===== src/rtl/axis_bram_packet_writer.sv =====
// axis_bram_packet_writer
// Accepts one t_last-framed AXI4-Stream packet per start command and writes
// each accepted beat into a simple-dual-port BRAM (per-byte write enables),
// starting at a programmable base address with wrap or drop handling at the
// end of the buffer. Beat/byte counts and overflow are reported on completion.
//
// Optional feature macro: AXIS_WR_BYTE_COUNT_EN
//   defined   -> popcount adder built, pkt_bytes counts kept bytes
//   undefined -> pkt_bytes tied to zero, no popcount logic

module axis_bram_packet_writer #(
    parameter int DATA_WIDTH = 512,
    parameter int KEEP_WIDTH = DATA_WIDTH / 8,
    parameter int ADDR_WIDTH = 10,
    parameter int DEPTH      = 1024
) (
    input  logic                                      axis_clk,
    input  logic                                      reset_n,
    input  logic                                      start,
    input  logic [ADDR_WIDTH-1:0]                     base_addr,
    input  logic                                      wrap_mode,
    input  logic                                      t_valid,
    output logic                                      t_ready,
    input  logic [DATA_WIDTH-1:0]                     t_data,
    input  logic [KEEP_WIDTH-1:0]                     t_keep,
    input  logic                                      t_last,
    output logic                                      bram_ena,
    output logic [KEEP_WIDTH-1:0]                     bram_wena,
    output logic [ADDR_WIDTH-1:0]                     bram_address,
    output logic [DATA_WIDTH-1:0]                     bram_data,
    output logic                                      busy,
    output logic                                      pkt_done,
    output logic [ADDR_WIDTH:0]                       pkt_beats,
    output logic [ADDR_WIDTH+$clog2(KEEP_WIDTH):0]    pkt_bytes,
    output logic                                      overflow
);

    localparam int                    BYTES_W   = ADDR_WIDTH + $clog2(KEEP_WIDTH) + 1;
    localparam logic [ADDR_WIDTH-1:0] LAST_ADDR = ADDR_WIDTH'(DEPTH - 1);

    typedef enum logic [1:0] {
        IDLE,
        RECV,
        DROP,
        DONE
    } state_t;

    state_t                  state;
    logic [ADDR_WIDTH-1:0]   ptr;
    logic                    wrap_en;
    // Set once the last buffer word has been written in drop mode; the next
    // beat has nowhere to go and is treated as overflow.
    logic                    full;
    logic                    arm;
    logic                    accept;
    logic                    write_beat;
    logic [DATA_WIDTH-1:0]   masked_data;

    // Control decodes come from registered state only, so t_ready has no
    // combinational path from t_valid.
    assign t_ready    = (state == RECV) || (state == DROP);
    assign busy       = (state != IDLE);
    assign pkt_done   = (state == DONE);
    assign arm        = (state == IDLE) && start;
    assign accept     = t_valid && t_ready;
    assign write_beat = accept && (state == RECV) && !full;

    // Zero every byte lane whose keep bit is clear before it reaches the BRAM.
    always_comb begin
        masked_data = '0;
        for (int i = 0; i < KEEP_WIDTH; i++) begin
            masked_data[i*8 +: 8] = t_keep[i] ? t_data[i*8 +: 8] : 8'h00;
        end
    end

    // Packet FSM with registered BRAM write port, pointer and beat counter.
    always_ff @(posedge axis_clk or negedge reset_n) begin
        if (!reset_n) begin
            state        <= IDLE;
            ptr          <= '0;
            wrap_en      <= 1'b0;
            full         <= 1'b0;
            bram_ena     <= 1'b0;
            bram_wena    <= '0;
            bram_address <= '0;
            bram_data    <= '0;
            pkt_beats    <= '0;
            overflow     <= 1'b0;
        end else begin
            bram_ena  <= 1'b0;
            bram_wena <= '0;
            case (state)
                IDLE: begin
                    if (arm) begin
                        ptr       <= base_addr;
                        wrap_en   <= wrap_mode;
                        full      <= 1'b0;
                        pkt_beats <= '0;
                        overflow  <= 1'b0;
                        state     <= RECV;
                    end
                end
                RECV: begin
                    if (accept) begin
                        if (full) begin
                            overflow <= 1'b1;
                            state    <= t_last ? DONE : DROP;
                        end else begin
                            bram_ena     <= 1'b1;
                            bram_wena    <= t_keep;
                            bram_address <= ptr;
                            bram_data    <= masked_data;
                            pkt_beats    <= pkt_beats + 1'b1;
                            if (ptr == LAST_ADDR) begin
                                if (wrap_en) begin
                                    ptr <= '0;
                                end else begin
                                    full <= 1'b1;
                                end
                            end else begin
                                ptr <= ptr + 1'b1;
                            end
                            if (t_last) begin
                                state <= DONE;
                            end
                        end
                    end
                end
                DROP: begin
                    if (accept && t_last) begin
                        state <= DONE;
                    end
                end
                DONE: begin
                    state <= IDLE;
                end
                default: begin
                    state <= IDLE;
                end
            endcase
        end
    end

`ifdef AXIS_WR_BYTE_COUNT_EN
    function automatic logic [BYTES_W-1:0] keep_popcount(input logic [KEEP_WIDTH-1:0] keep);
        logic [BYTES_W-1:0] cnt;
        cnt = '0;
        for (int i = 0; i < KEEP_WIDTH; i++) begin
            cnt = cnt + BYTES_W'(keep[i]);
        end
        return cnt;
    endfunction

    // Kept-byte accumulator, advancing only on beats that reach the BRAM.
    always_ff @(posedge axis_clk or negedge reset_n) begin
        if (!reset_n) begin
            pkt_bytes <= '0;
        end else if (arm) begin
            pkt_bytes <= '0;
        end else if (write_beat) begin
            pkt_bytes <= pkt_bytes + keep_popcount(t_keep);
        end
    end
`else
    assign pkt_bytes = '0;
`endif

endmodule


===== config.mk =====
export PLATFORM = sky130hd
export DESIGN_NAME = axis_bram_packet_writer
export DESIGN_NICKNAME = d
export VERILOG_FILES = /design/src/rtl/axis_bram_packet_writer.sv
export SDC_FILE = /design/constraint.sdc
export NUM_CORES = 1
export LEC_CHECK = 0
export CORE_AREA = 2 2 474 476
export DETAILED_ROUTE_END_ITERATION = 6
export DIE_AREA = 0 0 476 478
export PLACE_DENSITY = 0.3
export RECOVER_POWER = 25
export SKIP_CTS_REPAIR_TIMING = 1
export SLEW_MARGIN = 20
export SYNTH_ARGS = -nofsm -noshare
export SYNTH_HDL_FRONTEND = slang
export SYNTH_SLANG_ARGS = --single-unit

===== constraint.sdc =====
create_clock -name axis_clk -period 2.8 [get_ports axis_clk]
set_input_delay 0.42 -clock axis_clk [delete_from_list [all_inputs] [get_ports axis_clk]]
set_output_delay 0.42 -clock axis_clk [all_outputs]
set_load 0.1 [all_outputs]

==> results by group <==
Placed design
  – Port Buffers: 1193
  – Area after DPL: 0.0387 sq mm
  – Detail Placement HPWL: 137 mm
  – Gpl congestion: 0.833

Setup path
  – Reg2reg end: ptr[0]
  – FF-to-FF setup slack: 0.28 ns
  – RR Startpoint: state[0]
  – Critical path peak fanout: 8
  – CP Capture Type: flip-flop
  – R2R depth: 6
  – WP data arrival: 3.13 ns
  – Worst Setup Path Type: reg2reg
  – Startpoint types: flip-flop
  – Required time of the critical path: 3.41 ns

Drt
  – Vias/cell: 3.43
  – Post-route ant nets: 0
  – 1st-iter DRT viols: 1291
  – Vias: 23600
  – Drt wl/cell: 24.6 um
  – Final WL: 169 mm
  – Drt drc: 0
  – TritonRoute pass-1 iters: 5

Die
  – Num ports: 1211
  – Die footprint: 0.228 sq mm
  – Die width: 476 um
  – Row cnt: 174
  – Starting density of the core: 10.8%
  – Core area: 0.223 sq mm
  – Vert. Die Dim: 478 um

Min path
  – HP Start: t_data[126]
  – Tightest Hold Check Type: in2reg
  – Worst Hold End: bram_data[126]
  – Hold Path Depth: 3

CTS
  – Worst-path clk slew: 0.06 ns
  – Clk Latency, worst-skew pair: 0.73 ns
  – Max Root-Sink Buffers: 3
  – Root Driver: clkbuf_16
  – CTS tree: done
  – Num Clock Sinks: 613
  – CTS Buf Count: 90
  – Htree depth: 3

Global routing
  – Tot GR Track Use: 14.4%
  – Number of global-route vias before repair: 24600
  – Overflow after GRT: 0
  – Initial antenna violation count: 96
  – First-pass GRT wire length: 223 mm
  – Pin count of the biggest net entering global routing: 93

Synth
  – Flops & latches, synth: 613
  – Synth area leader: dfrtp_1
  – Mapped Area: 0.0241 sq mm
  – Post-synth ARST share: 100%
  – Syn avg cell area: 9.28 sq um
  – Yosys warns: 0
  – Number of synthesized flops with an enable pin: 0
  – Post-synth cell types: 54
  – Top-area cell type share of the netlist area: 63.6%
  – Post-synthesis cell count: 2599
  – Fraction of the yosys area taken by sequential cells: 63.6%
  – Top_reg_cell synth: dfrtp_1
  – Synth area leaders: dfrtp_1 64%, nand2_1 17%, nand3_1 11%

STA
  – Final min period: 2.52 ns
  – Worst Max-Slew Pin Slew: 2.19 ns
  – Slew margin rel.: -46.3%
  – Final Hold Fails: 0
  – Fin crit share: 89.9%
  – RSZ-0062 raised after global routing: no
  – Worst Skew: 0.0276 ns
  – Fin. max-slew vios: 43
  – F_max: 397 MHz
  – Setup_tns: 0 ns
  – Final Setup Violations: 0

Outcome
  – Status: complete, but fails checks
  – Failing checks: capacitance limit, slew limit

Final layout
  – Synth-to-layout area growth: 72.5%
  – Most common cell after layout, fill and taps aside: nand2_1
  – Non-Filler Cell Area, Final: 0.0416 sq mm
  – Layout cells sized above 1: 21.9%
  – Most frequent cells in the layout: 1064 x nand2_1, 663 x buf_4, 613 x dfrtp_1
  – Nets@finish: 4396
  – Final Util: 18.6%

Run
  – Total of max-cap violations: 1
flip-flops by register name, indices dropped and copies added (netlist names):
name	cells
bram_address	10
bram_data	512
bram_ena	1
bram_wena	64
full	1
overflow	1
pkt_beats	11
ptr	10
state	2
wrap_en	1
worst max-delay path by stage:
stage,startpoint,to,slack (ns),cells past startpoint
floorplan,state[0],bram_data[274],0.20,8
global placement,start,ptr[1],0.16,5
detailed placement,start,ptr[0],0.16,5
CTS,state[0],t_ready,0.18,4
global route,reset_n,bram_data[138],0.05,3
finish,state[0],ptr[0],0.28,6
synth_stat cells (2+ instances only):
cell	instances
nand2_1	1064
dfrtp_1	613
nand3_1	520
clkbuf_1	158
and2_1	64
buf_2	29
buf_4	17
inv_1	12
o21ai_0	11
a21oi_1	10
nor2_1	7
a211oi_1	6
ha_1	6
nor3_1	6
buf_1	5
nand4_1	5
or4_1	5
nand2b_1	4
nor2b_1	4
or3_1	4
a211o_1	3
mux2i_1	3
o31ai_1	3
a2111o_1	2
a22o_1	2
a31oi_1	2
and3_1	2
and4_1	2
mux2_1	2
mux2_2	2
o21a_1	2
o32ai_1	2
per-layer routing:
layer | wire, um | up-vias | GRT usage [%]
met5 | 563 | - | 0
met1 | 65000 | 11400 | 16.2
met4 | 5910 | 90 | 5.27
met2 | 79300 | 1024 | 23.8
met3 | 18200 | 289 | 6.40
li1 | - | 10800 | -
kinds of logic after synthesis:
group           synth area share, %
flops                          63.6
simple gates                   30.2
xor+xnor                     0.0726
buf+inv                        3.92
mux                           0.311
other cells                  0.0155
compound gates                 1.61
fa+ha+maj                     0.311
area by class of cell:
cell class                      instances  area, sq um
Antenna cell                           13         32.5
Clock buffer                          131         2600
Clock inverter                         29          388
Fill cell                           25000       182000
Inverter                               13         56.3
Multi-Input combinational cell       1779         7910
Sequential cell                       613        15300
Tap cell                             2992         3740
Timing Repair Buffer                 1301        11500
per-stage QoR:
step | hold slack, ns | instances | setup slack (ns)
detailed placement | 0.456 | 6697 | 0.158
global placement | 0.451 | 6697 | 0.158
floorplan | 0.124 | 2615 | 0.201
finish | 0.240 | 6871 | 0.282
CTS | -0.346 | 6857 | 0.175
global route | 0.191 | 6861 | 0.0499
worst max-delay path: stages, from the launching register on:
cell	delay, ns
dfrtp_1	0.45
inv_1	0.13
ha_1	0.27
mux2i_1	0.47
a21o_1	0.29
or2_1	0.43
mux2_1	0.37
Power is left out: the tool's default activity adds up to more than one toggle a clock period on the data nets, which glitch-free logic cannot reach.
